==> src/rtl/fifo_wr_arbiter_if.sv <==
// Bus between the producers, the FIFO write port and the FIFO read status. The arbiter uses slave.
// With FIFO_ARB_BURST_EN defined, req_last_i marks the final beat of a locked burst.
interface fifo_wr_arbiter_if #(
   parameter int unsigned N_REQ = 4,
   parameter int unsigned DW    = 8
);
   logic [N_REQ-1:0]    req_valid_i;
   logic [N_REQ*DW-1:0] req_data_i;
   logic [N_REQ-1:0]    req_ready_o;
`ifdef FIFO_ARB_BURST_EN
   logic [N_REQ-1:0]    req_last_i;
`endif
   logic                fifo_wr_en_o;
   logic [DW-1:0]       fifo_data_o;
   logic                fifo_rd_en_i;
   logic                fifo_empty_i;

`ifdef FIFO_ARB_BURST_EN
   modport slave (
      input  req_valid_i, req_data_i, req_last_i, fifo_rd_en_i, fifo_empty_i,
      output req_ready_o, fifo_wr_en_o, fifo_data_o
   );
   modport master (
      output req_valid_i, req_data_i, req_last_i, fifo_rd_en_i, fifo_empty_i,
      input  req_ready_o, fifo_wr_en_o, fifo_data_o
   );
`else
   modport slave (
      input  req_valid_i, req_data_i, fifo_rd_en_i, fifo_empty_i,
      output req_ready_o, fifo_wr_en_o, fifo_data_o
   );
   modport master (
      output req_valid_i, req_data_i, fifo_rd_en_i, fifo_empty_i,
      input  req_ready_o, fifo_wr_en_o, fifo_data_o
   );
`endif
endinterface

==> src/rtl/fifo_wr_arbiter.sv <==
// Round-robin, credit-tracked write arbiter in front of a synchronous FIFO.
// Optional FIFO_ARB_BURST_EN locks the grant to one owner until its req_last_i beat.
module fifo_wr_arbiter #(
   parameter int unsigned  N_REQ = 4,
   parameter int unsigned  DW    = 8,
   parameter int unsigned  DEPTH = 8,
   localparam int unsigned CW    = $clog2(DEPTH + 1),
   localparam int unsigned GW    = $clog2(N_REQ)
) (
   input  logic                    clk,
   input  logic                    rst_n,
   fifo_wr_arbiter_if.slave        bus_io,
   output logic [CW-1:0]           credit_o,
   output logic [GW-1:0]           grant_idx_o
);

   logic              wr_en_q;
   logic [DW-1:0]     data_q,   data_d;
   logic [CW-1:0]     credit_q, credit_d;
   logic [GW-1:0]     grant_q,  grant_d;

   logic              ready_ok;
   logic              win_found;
   logic [GW-1:0]     win_idx;
   logic [GW:0]       cand_sum;
   logic              hs;
   logic              ret;

`ifdef FIFO_ARB_BURST_EN
   typedef enum logic {StArb, StLock} state_e;
   state_e state_q, state_d;
`endif

   // Ready is held low during reset even though the credit register already reads DEPTH.
   assign ready_ok = rst_n && (credit_q != '0);
   assign ret      = bus_io.fifo_rd_en_i && !bus_io.fifo_empty_i;
   assign hs       = ready_ok && win_found;

   always_comb begin
      win_found = 1'b0;
      win_idx   = grant_q;
      cand_sum  = '0;
      for (int unsigned i = 1; i <= N_REQ; i++) begin
         cand_sum = {1'b0, grant_q} + (GW+1)'(i);
         if (cand_sum >= (GW+1)'(N_REQ)) cand_sum = cand_sum - (GW+1)'(N_REQ);
         if (!win_found && bus_io.req_valid_i[cand_sum[GW-1:0]]) begin
            win_found = 1'b1;
            win_idx   = cand_sum[GW-1:0];
         end
      end
`ifdef FIFO_ARB_BURST_EN
      // While locked, the owner (last granted index) is the only candidate.
      if (state_q == StLock) begin
         win_found = bus_io.req_valid_i[grant_q];
         win_idx   = grant_q;
      end
`endif
   end

   always_comb begin
      bus_io.req_ready_o = '0;
      if (hs) bus_io.req_ready_o = N_REQ'(1) << win_idx;
   end

   always_comb begin
      data_d   = data_q;
      grant_d  = grant_q;
      credit_d = credit_q;
      if (hs) begin
         data_d  = bus_io.req_data_i[win_idx*DW +: DW];
         grant_d = win_idx;
      end
      // A return at full credit is a protocol error and is dropped.
      if (hs && !ret) begin
         credit_d = credit_q - CW'(1);
      end else if (ret && !hs && (credit_q != CW'(DEPTH))) begin
         credit_d = credit_q + CW'(1);
      end
   end

   always_ff @(posedge clk or negedge rst_n) begin
      if (!rst_n) begin
         wr_en_q  <= 1'b0;
         data_q   <= '0;
         credit_q <= CW'(DEPTH);
         grant_q  <= GW'(N_REQ - 1);
      end else begin
         wr_en_q  <= hs;
         data_q   <= data_d;
         credit_q <= credit_d;
         grant_q  <= grant_d;
      end
   end

`ifdef FIFO_ARB_BURST_EN
   always_comb begin
      state_d = state_q;
      if (hs) state_d = bus_io.req_last_i[win_idx] ? StArb : StLock;
   end

   always_ff @(posedge clk or negedge rst_n) begin
      if (!rst_n) state_q <= StArb;
      else        state_q <= state_d;
   end
`endif

   assign bus_io.fifo_wr_en_o = wr_en_q;
   assign bus_io.fifo_data_o  = data_q;
   assign credit_o            = credit_q;
   assign grant_idx_o         = grant_q;

endmodule

==> src/flat_wrapper.sv <==
// flat-port wrapper written by rule: the top's interface ports become plain ports
module fifo_wr_arbiter_flat 
#(
   parameter int unsigned  N_REQ = 4,
   parameter int unsigned  DW    = 8,
   parameter int unsigned  DEPTH = 8,
   localparam int unsigned CW    = $clog2(DEPTH + 1),
   localparam int unsigned GW    = $clog2(N_REQ)
)
  (clk, rst_n, credit_o, grant_idx_o, bus_io_req_valid_i, bus_io_req_data_i, bus_io_fifo_rd_en_i, bus_io_fifo_empty_i, bus_io_req_ready_o, bus_io_fifo_wr_en_o, bus_io_fifo_data_o);
  fifo_wr_arbiter_if #(.N_REQ(N_REQ), .DW(DW)) bus_io_i ();
  input  logic clk;
  input  logic rst_n;
  output logic [CW-1:0] credit_o;
  output logic [GW-1:0] grant_idx_o;
  input wire logic [$bits(bus_io_i.req_valid_i)-1:0] bus_io_req_valid_i;
  input wire logic [$bits(bus_io_i.req_data_i)-1:0] bus_io_req_data_i;
  input wire logic [$bits(bus_io_i.fifo_rd_en_i)-1:0] bus_io_fifo_rd_en_i;
  input wire logic [$bits(bus_io_i.fifo_empty_i)-1:0] bus_io_fifo_empty_i;
  output wire logic [$bits(bus_io_i.req_ready_o)-1:0] bus_io_req_ready_o;
  output wire logic [$bits(bus_io_i.fifo_wr_en_o)-1:0] bus_io_fifo_wr_en_o;
  output wire logic [$bits(bus_io_i.fifo_data_o)-1:0] bus_io_fifo_data_o;
  assign bus_io_i.req_valid_i = bus_io_req_valid_i;
  assign bus_io_i.req_data_i = bus_io_req_data_i;
  assign bus_io_i.fifo_rd_en_i = bus_io_fifo_rd_en_i;
  assign bus_io_i.fifo_empty_i = bus_io_fifo_empty_i;
  assign bus_io_req_ready_o = bus_io_i.req_ready_o;
  assign bus_io_fifo_wr_en_o = bus_io_i.fifo_wr_en_o;
  assign bus_io_fifo_data_o = bus_io_i.fifo_data_o;
  fifo_wr_arbiter #(.N_REQ(N_REQ), .DW(DW), .DEPTH(DEPTH)) u_core (.clk(clk), .rst_n(rst_n), .bus_io(bus_io_i), .credit_o(credit_o), .grant_idx_o(grant_idx_o));
endmodule
==> config.mk <==
export PLATFORM = sky130hd
export DESIGN_NAME = fifo_wr_arbiter_flat
export DESIGN_NICKNAME = d
export VERILOG_FILES = /design/src/rtl/fifo_wr_arbiter_if.sv /design/src/rtl/fifo_wr_arbiter.sv /design/src/flat_wrapper.sv
export SDC_FILE = /design/constraint.sdc
export NUM_CORES = 1
export LEC_CHECK = 0
export CAP_MARGIN = 15
export CORE_MARGIN = 10
export CORE_UTILIZATION = 30
export DETAILED_ROUTE_END_ITERATION = 8
export PLACE_DENSITY = 0.7
export SLEW_MARGIN = 20
export SYNTH_ARGS = -nofsm -noshare
export SYNTH_HDL_FRONTEND = slang
export SYNTH_SLANG_ARGS = --single-unit
==> constraint.sdc <==
create_clock -name clk -period 5.9 [get_ports clk]
set_clock_uncertainty 0.05 [all_clocks]
set_input_delay 1.475 -clock clk [delete_from_list [all_inputs] [get_ports clk]]
set_output_delay 1.475 -clock clk [all_outputs]
set_load 0.02 [all_outputs]
==> results of run 1 <==
==> synthesized netlist by cell type (2+ instances only) <==
| cell | number | area share |
|---|---|---|
| nor2_1 | 14 | 0.047 |
| nand2_1 | 13 | 0.044 |
| dfrtp_1 | 12 | 0.27 |
| mux2i_1 | 12 | 0.11 |
| a211oi_1 | 8 | 0.054 |
| a211oi_2 | 8 | 0.089 |
| nor3_1 | 8 | 0.036 |
| dfstp_2 | 3 | 0.070 |
| nand2b_1 | 3 | 0.017 |
| a21oi_2 | 2 | 0.016 |
| nand4_1 | 2 | 0.011 |
| xor2_1 | 2 | 0.016 |
==> per-stage QoR <==
stage                     power, mW  area, sq um  std cells
after floorplan               0.533         1120        114
after global routing          0.850         1790        223
after detailed placement      0.712         1740        219
after CTS                     0.798         1790        223
final                         0.788         1790        223
after global placement        0.695         1740        219
==> logic make-up (layout without fill, tap and decap cells) <==
group                    Yosys count  count (layout)
AO/OA/AOI/OAI                     26              26
AND/OR/NAND/NOR                   50              50
multiplexers                      13              13
flip-flops                        15              15
XOR/XNOR                           3               3
adder cells (fa/ha/maj)            1               1
buffers and inverters              6              67
==> layout make-up <==
| type | count | share of cell area |
|---|---|---|
| flip-flops and latches | 15 | 0.212 |
| clock buffers | 4 | 0.0252 |
| multi-input cells | 93 | 0.386 |
| inverters | 1 | 0.00210 |
| well taps | 48 | 0.0336 |
| repair buffers | 62 | 0.341 |
==> flip-flops by register name, indices dropped and copies added (netlist names) <==
signal / flops
u_core.bus_io.fifo_data_o: 8
u_core.grant_idx_o: 2
u_core.credit_o: 4
u_core.bus_io.fifo_wr_en_o: 1
==> worst max-delay path by stage <==
stage	start	to	slack, ps	cells past startpoint
2_1_floorplan	bus_io_req_valid_i[3]	bus_io_req_ready_o[0]	1670	6
3_3_place_gp	bus_io_req_valid_i[3]	bus_io_req_ready_o[3]	560	6
3_5_place_dp	bus_io_req_valid_i[3]	bus_io_req_ready_o[3]	430	6
4_1_cts	bus_io_req_valid_i[1]	bus_io_req_ready_o[3]	430	6
5_1_grt	bus_io_req_valid_i[3]	bus_io_req_ready_o[3]	300	6
6_report	bus_io_req_valid_i[3]	bus_io_req_ready_o[3]	470	6
==> metal layers <==
metal | vias up | wire [um] | global-route usage
li1 | 544 | - | -
met1 | 515 | 1570 | 0.140
met2 | 32 | 1780 | 0.185
met3 | 4 | 235 | 0.0298
met4 | 0 | 55 | 0.0415
met5 | - | 0 | 0
==> worst min-delay path: stages (launching register included) <==
cell     delay (ps)
dfstp_2         420
nand2_1          60
o21ai_0          70
==> report_power, final <==
group | switching, mW | internal, mW
clock | 0.0367 | 0.0478
combinational | 0.257 | 0.234
sequential | 0.0548 | 0.158
total | 0.348 | 0.440
==> metrics.md, run 1 <==
| Metric | Value |
|---|---|
| Status | `complete, no violations` |
| DP Wirelength | `roughly 3000 um` |
| Cell area after synthesis | `1120 sq um` |
| Routability congestion estimate | `roughly 0.80` |
| Synth Area in Simple Gates | `0.229` |
| Max Cap Viol | `0` |
| Routed vias | `1095` |
| Post-CTS setup buffer count | `0` |
| Fillers | `371` |
| Worst path top cell family by delay | `buffers and inverters` |
| Initial antenna violation count | `0` |
| Clock Tree Root | `clkbuf_8` |
| Critical path class | `in -> out` |
| Synth Area in Compound Gates | `0.235` |
| Reg area | `379 sq um` |
| Hold-fix buffers at CTS | `0` |
| Multiplexer share of the synthesized area | `0.117` |
| Startpoint types | `input pin` |
| CP Capture Type | `primary output` |
| ANT nets after route | `0` |
| Area of the multi-input gates | `between 600 and 700 sq um` |
| Final wirelength | `3650 um` |
| Post_cts resized | `0` |
| RR Endpoint | `u_core.bus_io.fifo_data_o[3]` |
| WL per Instance | `16.3 um` |
| Fmax achieved | `0.184 GHz` |
| Vias per cell | `4.91` |
| Share of flip-flops with an asynchronous set or reset | `1.00` |
| R2r setup slk | `3500 ps` |
| Crit Reg-Reg Startpoint | `u_core.grant_idx_o[1]` |
| Final hold violations | `0` |
| Mean Syn Cell Area | `9.82 sq um` |
| Cells after synthesis | `114` |
| Min Tclk post-route | `5430 ps` |
| Clock sink total | `15` |
| WHS Endpoint | `u_core.grant_idx_o[1]` |
| Crit path buf inv count | `2` |
| Leak Pwr | `0.699 nW` |
| Xor and xnor area share after synthesis | `0.0235` |
| # DRC | `0` |
| Row cnt | `22` |
| Fin nets | `217` |
| Worst Path Max Fanout | `11` |
| Main combinational cell family by area after synthesis | `compound AO/OA/AOI/OAI gates` |
| Worst IR Drop VDD | `0.000165 V` |
| Crit share post-route | `0.921` |
| Tightest Pin Transition | `614 ps` |
| Slew headroom | `0.586` |
| Critical Path RT | `4380 ps` |
| Register area share after synthesis | `0.339` |
| Drt first pass iters | `4` |
| Post-Syn Nets | `~160` |
| Distinct cells, synth | `39` |
| Power Dens Cells | `441 nW/um^2` |
| Finished Core Util | `0.492` |
| Crit-path cells | `clkdlybuf4s50_1 > nand2b_1 > a21oi_2 > or3b_1 > and2_2 > clkdlybuf4s50_1` |
| Worst Hold Depth | `2` |
| Initial Utilization | `0.308` |
| Port Buffers | `58` |
| All-layer global routing usage | `0.113` |
| WP data arrival | `3910 ps` |
| Worst min-delay path class | `reg -> reg` |
| First-pass GRT wire length | `just under 6000 um` |
| CTS buffer count | `3` |
| Commonest non-fill, non-tap cell in the layout | `clkdlybuf4s50_1` |
| Setup ws final | `~470 ps` |
| Clk slew on worst S/H paths | `60 ps` |
| Largest net degree at the start of global routing | `16` |
| Grt ovf | `0` |
| DR iter-0 viols | `54` |
| Path depth of the worst reg2reg path | `6` |
| CTS tree | `built` |
| Synth Area in Adders | `0.0112` |
| Worst-Skew Late Latency | `250 ps` |
| Antenna cells | `0` |
| Vias in the first global route | `1132` |
| Setup violators final | `0` |
| Min-delay src | `u_core.grant_idx_o[1]` |
| Die W | `81.1 um` |
| I/O pins | `59` |
| Warnings, synthesis | `0` |
| Setup WS pre-CTS | `432 ps` |
| Placeable Area | `roughly 3600 sq um` |
| Die area | `6580 sq um` |
| Setup_tns | `0 ps` |
| Layout cell share with drive strength beyond 1 | `0.166` |
| Cell mode on critical path | `clkdlybuf4s50_1` |
| H-Tree Depth | `1` |
| Hold slack | `~500 ps` |
| Max incr delay on CP | `~600 ps` |
| Post-synth EDFFs | `0` |
| Area growth, synth to finish | `59.7%` |
| Main flop type after synthesis | `dfrtp_1` |
| Maximum clock path buffer count | `2` |
| Die Y | `approximately 80 um` |
| Max-slew violations | `0` |
| Commonest non-fill, non-tap cells in the layout | `58 x clkdlybuf4s50_1, 14 x nor2_1, 13 x nand2_1` |
| RSZ-0062 raised after global routing | `no` |
| Yosys reg bits | `15` |
| Slowest CP cell | `clkdlybuf4s50_1` |
No activity file was read; power rests on OpenSTA's default activity.
==> run 2, diff against run 1 <==
--- a/config.mk
+++ b/config.mk
@@ -5,11 +5,12 @@
 export SDC_FILE = /design/constraint.sdc
 export NUM_CORES = 1
 export LEC_CHECK = 0
+export ABC_AREA = 1
 export CAP_MARGIN = 15
-export CORE_MARGIN = 10
+export CORE_MARGIN = 1.5
 export CORE_UTILIZATION = 30
 export DETAILED_ROUTE_END_ITERATION = 8
-export PLACE_DENSITY = 0.7
+export PLACE_DENSITY = 0.66
 export SLEW_MARGIN = 20
 export SYNTH_ARGS = -nofsm -noshare
 export SYNTH_HDL_FRONTEND = slang
==> run 2 against run 1 <==
Net effect: routed wire length is 4.9% lower; critical endpoint is now bus_io_req_ready_o[0]; non-clock buffer count decreased by 2; synthesized cell count up 82%.
==> metrics.md, run 2 <==
| Metric | Value |
|---|---|
| Largest net degree at the start of global routing | `19 (+3)` |
| Distinct cells, synth | `30 (-23%)` |
| Vias per cell | `4.49 (-8.5%)` |
| Initial Utilization | `0.313 (+0.00516)` |
| Cells after synthesis | `207 (+82%)` |
| Max Cap Viol | `0 (unchanged)` |
| Commonest non-fill, non-tap cell in the layout | `nand2_1` |
| Main flop type after synthesis | `dfrtp_1` |
| Commonest non-fill, non-tap cells in the layout | `98 x nand2_1, 58 x clkdlybuf4s50_1, 16 x inv_1` |
| Layout cell share with drive strength beyond 1 | `0.181 (+0.0154)` |
| Maximum clock path buffer count | `2 (unchanged)` |
| Cell mode on critical path | `nand2_2` |
| Hold slack | `434 ps (-67.1 ps)` |
| CTS buffer count | `3 (unchanged)` |
| Post_cts resized | `0 (unchanged)` |
| WP data arrival | `3810 ps (-100 ps)` |
| RSZ-0062 raised after global routing | `no` |
| Port Buffers | `58 (unchanged)` |
| Min Tclk post-route | `5330 ps (-98.9 ps)` |
| Worst min-delay path class | `reg -> reg` |
| Clock Tree Root | `clkbuf_8` |
| Area growth, synth to finish | `47.1%` |
| Setup WS pre-CTS | `574 ps (+142 ps)` |
| Antenna cells | `0 (unchanged)` |
| Status | `complete, no violations` |
| WL per Instance | `10.9 um (-33%)` |
| Grt ovf | `0 (unchanged)` |
| Max-slew violations | `0 (unchanged)` |
| Largest register FFs | `8 (unchanged)` |
| Count leader, synth | `nand2_1` |
| Crit-path cells | `clkdlybuf4s50_1 > nand2_1 > nand2_1 > nand2_2 > nand2_4 > nor2_4 > nand2_2 > inv_2 > a21oi_1 > o21ai_1 > nand2_2 > inv_2 > nor2_1 > clkdlybuf4s50_1` |
| CTS tree | `built` |
| Clk slew on worst S/H paths | `60 ps (about the same)` |
| Routability congestion estimate | `0.819 (+2.3%)` |
| Initial antenna violation count | `0 (unchanged)` |
| DR iter-0 viols | `46 (-15%)` |
| Routed vias | `1424 (+30%)` |
| Placeable Area | `4380 sq um (+21%)` |
| Critical Path RT | `4380 ps (about the same)` |
| Setup ws final | `565 ps (+98.9 ps)` |
| Warnings, synthesis | `0 (unchanged)` |
| First-pass GRT wire length | `6000 um (+3.8%)` |
| Worst-Skew Late Latency | `250 ps (about the same)` |
| Yosys top cell by area | `nand2_1` |
| Fin nets | `307 (+41%)` |
| All-layer global routing usage | `0.145 (+0.0321)` |
| Worst Path Max Fanout | `12 (+1)` |
| Post-synth EDFFs | `0 (unchanged)` |
| Post-CTS setup buffer count | `0 (unchanged)` |
| Final wirelength | `3470 um (-4.9%)` |
| DP Wirelength | `2710 um (-8.7%)` |
| Final hold violations | `0 (unchanged)` |
| Die area | `4990 sq um (-24%)` |
| Max incr delay on CP | `610 ps (about the same)` |
| Setup violators final | `0 (unchanged)` |
| Share of flip-flops with an asynchronous set or reset | `1.00 (unchanged)` |
| Fmax achieved | `0.187 GHz (+1.9%)` |
| I/O pins | `59 (unchanged)` |
| Vias in the first global route | `1450 (+28%)` |
| Clock sink total | `15 (unchanged)` |
| Setup_tns | `0 ps (unchanged)` |
| Drt first pass iters | `4 (unchanged)` |
| Startpoint types | `input pin` |
| Die Y | `70.7 um (-13%)` |
| Post-Syn Nets | `248 (+60%)` |
| Hold-fix buffers at CTS | `0 (unchanged)` |
| Cell area after synthesis | `1370 sq um (+23%)` |
| ANT nets after route | `0 (unchanged)` |
| Proportion of netlist area held by the largest area contributor | `0.268 (-0.000397)` |
| Row cnt | `24 (+9.1%)` |
| Register area share after synthesis | `0.276 (-0.0626)` |
| Synth top cells by count | `98 x nand2_1, 16 x inv_1, 12 x dfrtp_1` |
| Slowest CP cell | `clkdlybuf4s50_1` |
| Top cells by area, synth | `nand2_1 27%, dfrtp_1 22%, o211ai_2 7.3%, dfstp_2 5.7%, nand2_2 4.6%` |
| Tightest Pin Transition | `450 ps (-164 ps)` |
| H-Tree Depth | `1 (unchanged)` |
| # DRC | `0 (unchanged)` |
| Finished Core Util | `0.461 (-0.0312)` |
| Die W | `70.7 um (-13%)` |
| Crit share post-route | `0.904 (-0.0168)` |
| Critical path class | `in -> out` |
| Yosys reg bits | `15 (unchanged)` |
| Mean Syn Cell Area | `6.64 sq um (-32%)` |
| Slew headroom | `0.696 (+0.110)` |
| CP Capture Type | `primary output` |
==> run 2: worst max-delay path, delay by kind of cell <==
kind,cells,cell delay (ps)
AO/OA/AOI/OAI,2,200
buffers and inverters,4,1290
AND/OR/NAND/NOR,8,850
==> run 2: cell type report <==
cell class              count  area, sq um
multi-input cells         163          843
clock inverters             1         5.00
clock buffers               3         41.3
repair buffers             60          596
inverters                  23         91.3
well taps                  52         65.1
flip-flops and latches     15          379
fillers                   465         2360
==> run 2: metal layers <==
| metal | routed length, um | share of wire | vias up | GRT usage |
|---|---|---|---|---|
| met3 | 213 | 0.061 | 2 | 0.0356 |
| met2 | 1620 | 0.47 | 46 | 0.251 |
| met4 | 17 | 0.0049 | 0 | 0.0252 |
| met1 | 1620 | 0.47 | 618 | 0.187 |
| li1 | - | - | 758 | - |
| met5 | 0 | 0 | - | 0 |
==> run 2: kinds of logic (layout without fill, tap and decap cells) <==
| family | Yosys count | in the layout | synth area share |
|---|---|---|---|
| xor+xnor | 3 | 3 | 0.0191 |
| simple gates | 138 | 138 | 0.454 |
| compound gates | 21 | 21 | 0.132 |
| flops | 15 | 15 | 0.276 |
| fa+ha+maj | 1 | 1 | 0.00911 |
| buf+inv | 29 | 87 | 0.110 |
==> run 2: path summary, 6_finish.rpt <==
path                                              start                           end  slack, ps  cells past startpoint
setup / recovery                  bus_io_req_valid_i[0]         bus_io_req_ready_o[0]        570                     14
hold / removal             u_core.bus_io.fifo_data_o[1]  u_core.bus_io.fifo_data_o[1]        430                      2
setup reg to reg                  u_core.grant_idx_o[0]            u_core.credit_o[2]       3450                     15
hold reg to reg            u_core.bus_io.fifo_data_o[1]  u_core.bus_io.fifo_data_o[1]        430                      2
max in group asynchronous                         rst_n         u_core.grant_idx_o[1]       4030                      2
min in group asynchronous                         rst_n            u_core.credit_o[0]       1520                      2
==> run 2: metrics by stage <==
| step | area, sq um | instances |
|---|---|---|
| detailed placement | 1970 | 313 |
| global route | 2020 | 317 |
| finish | 2020 | 317 |
| CTS | 2020 | 317 |
| global placement | 1970 | 313 |
| floorplan | 1370 | 207 |
Power of run 2 is left out: the tool's default activity adds up to more than one toggle a clock period on the data nets, which glitch-free logic cannot reach.
==> run 3, diff against run 2 <==
--- a/config.mk
+++ b/config.mk
@@ -8,9 +8,9 @@
 export ABC_AREA = 1
 export CAP_MARGIN = 15
 export CORE_MARGIN = 1.5
-export CORE_UTILIZATION = 30
+export CORE_UTILIZATION = 46
 export DETAILED_ROUTE_END_ITERATION = 8
-export PLACE_DENSITY = 0.66
+export PLACE_DENSITY = 0.92
 export SLEW_MARGIN = 20
 export SYNTH_ARGS = -nofsm -noshare
 export SYNTH_HDL_FRONTEND = slang
==> run 3 against run 2 <==
Net effect: maximum frequency decreased by 1.3%; non-clock buffer count unchanged; critical path type unchanged; highest routed layer unchanged; design area decreased by 2.2%; the flow now finishes with violations (design-rule violations); die area decreased by 33%; hold slack improved by 1.5 ps.
==> metrics.md, run 3 (same netlist as run 2, synthesis figures left out) <==
| Metric | Value |
|---|---|
| Routed vias | `1471 (+3.3%)` |
| Setup violators final | `0 (unchanged)` |
| Drt first pass iters | `8 (+4)` |
| Final wirelength | `3370 um (-2.8%)` |
| Row cnt | `19 (-21%)` |
| Vias in the first global route | `1354 (-6.6%)` |
| Largest net degree at the start of global routing | `19 (unchanged)` |
| Worst min-delay path class | `reg -> reg` |
| Antenna cells | `0 (unchanged)` |
| Fmax achieved | `0.185 GHz (-1.3%)` |
| Min Tclk post-route | `5400 ps (+67.6 ps)` |
| CTS buffer count | `3 (unchanged)` |
| Grt ovf | `0 (unchanged)` |
| Maximum clock path buffer count | `2 (unchanged)` |
| Hold-fix buffers at CTS | `0 (unchanged)` |
| DR iter-0 viols | `45 (-2.2%)` |
| Tightest Pin Transition | `459 ps (+8.74 ps)` |
| Initial Utilization | `0.490 (+0.176)` |
| WP data arrival | `3880 ps (+70 ps)` |
| Clock Tree Root | `clkbuf_4` |
| Failing checks | `design-rule violations` |
| Critical Path RT | `4380 ps (about the same)` |
| First-pass GRT wire length | `5550 um (-7.5%)` |
| WL per Instance | `11.4 um (+4.1%)` |
| Critical path class | `in -> out` |
| Clock sink total | `15 (unchanged)` |
| Area growth, synth to finish | `43.8%` |
| Placeable Area | `2810 sq um (-36%)` |
| Fillers | `231 (-50%)` |
| Max Cap Viol | `0 (unchanged)` |
| # DRC | `6 (+6)` |
| Layout cell share with drive strength beyond 1 | `0.181 (unchanged)` |
| Commonest non-fill, non-tap cell in the layout | `nand2_1` |
| DP Wirelength | `2660 um (-1.8%)` |
| Post-CTS setup buffer count | `0 (unchanged)` |
| All-layer global routing usage | `0.210 (+0.0650)` |
| I/O pins | `59 (unchanged)` |
| ANT nets after route | `0 (unchanged)` |
| H-Tree Depth | `1 (unchanged)` |
| Setup_tns | `0 ps (unchanged)` |
| Crit share post-route | `0.916 (+0.0115)` |
| Post_cts resized | `0 (unchanged)` |
| Initial antenna violation count | `0 (unchanged)` |
| Die W | `57.7 um (-18%)` |
| Port Buffers | `58 (unchanged)` |
| RSZ-0062 raised after global routing | `no` |
| Die area | `3320 sq um (-33%)` |
| Clk slew on worst S/H paths | `80 ps (+20 ps)` |
| Die Y | `57.7 um (-18%)` |
| CTS tree | `built` |
| Vias per cell | `4.97 (+11%)` |
| Largest register FFs | `8 (unchanged)` |
| Worst-Skew Late Latency | `300 ps (+50 ps)` |
| Routability congestion estimate | `0.855 (+4.3%)` |
| Slew headroom | `0.690 (-0.00591)` |
| Max-slew violations | `0 (unchanged)` |
| Status | `finished with violations` |
| Startpoint types | `input pin` |
| Fin nets | `307 (unchanged)` |
| CP Capture Type | `primary output` |
| Commonest non-fill, non-tap cells in the layout | `98 x nand2_1, 58 x clkdlybuf4s50_1, 16 x inv_1` |
| Final hold violations | `0 (unchanged)` |
| Worst Path Max Fanout | `12 (unchanged)` |
[run 3: cell types whose count changed in the layout (fill, tap and decap cells not counted)]
cell      change
clkbuf_4      +3
clkbuf_8      -3
[run 3: area by class of cell]
class                   count  area, sq um  area share
clock inverters             1         5.00     0.00253
inverters                  23         91.3      0.0462
flip-flops and latches     15          379       0.192
repair buffers             60          596       0.301
clock buffers               3         22.5      0.0114
well taps                  31         38.8      0.0196
multi-input cells         163          843       0.427
[run 3: worst max-delay path, cell delays in order]
cell and delay (ps):
clkdlybuf4s50_1 490, inv_1 40, nand2_1 70, nand3_1 110
nand2_2 100, nor2_4 50, nand2_2 80, inv_2 50
a21oi_1 100, o21ai_1 80, nand2_2 260, inv_2 150
nor2_1 180, clkdlybuf4s50_1 630
[run 3: metal layers]
layer	routed length, um	track usage	part of all wire	up-vias
met2	1570	0.349	0.46	55
met3	251	0.0513	0.074	9
met1	1490	0.271	0.44	645
li1	-	-	-	762
met5	0	0	0	-
met4	62	0.0631	0.018	0
[run 3: final timing paths]
kind / cells after the start / from / slack, ps / endpoint
min reg2reg: 2 / u_core.bus_io.fifo_data_o[2] / 440 / u_core.bus_io.fifo_data_o[2]
max reg2reg: 15 / u_core.grant_idx_o[0] / 3400 / u_core.credit_o[2]
min in group asynchronous: 2 / rst_n / 1470 / u_core.credit_o[0]
max in group asynchronous: 2 / rst_n / 4090 / u_core.credit_o[3]
min: 2 / u_core.bus_io.fifo_data_o[2] / 440 / u_core.bus_io.fifo_data_o[2]
max: 14 / bus_io_req_valid_i[3] / 500 / bus_io_req_ready_o[1]
[run 3: per-stage QoR]
stage / instances / instance area (sq um) / utilization / worst slack [ps] / hold WS (ps)
global placement: 292 / 1950 / 0.694 / 529 / 413
finish: 296 / 1980 / 0.704 / 497 / 435
global route: 296 / 1980 / 0.704 / 301 / 469
floorplan: 207 / 1370 / - / 1690 / 489
detailed placement: 292 / 1950 / 0.694 / 524 / 417
CTS: 296 / 1980 / 0.704 / 506 / 436
Power of run 3 is left out for the same reason.
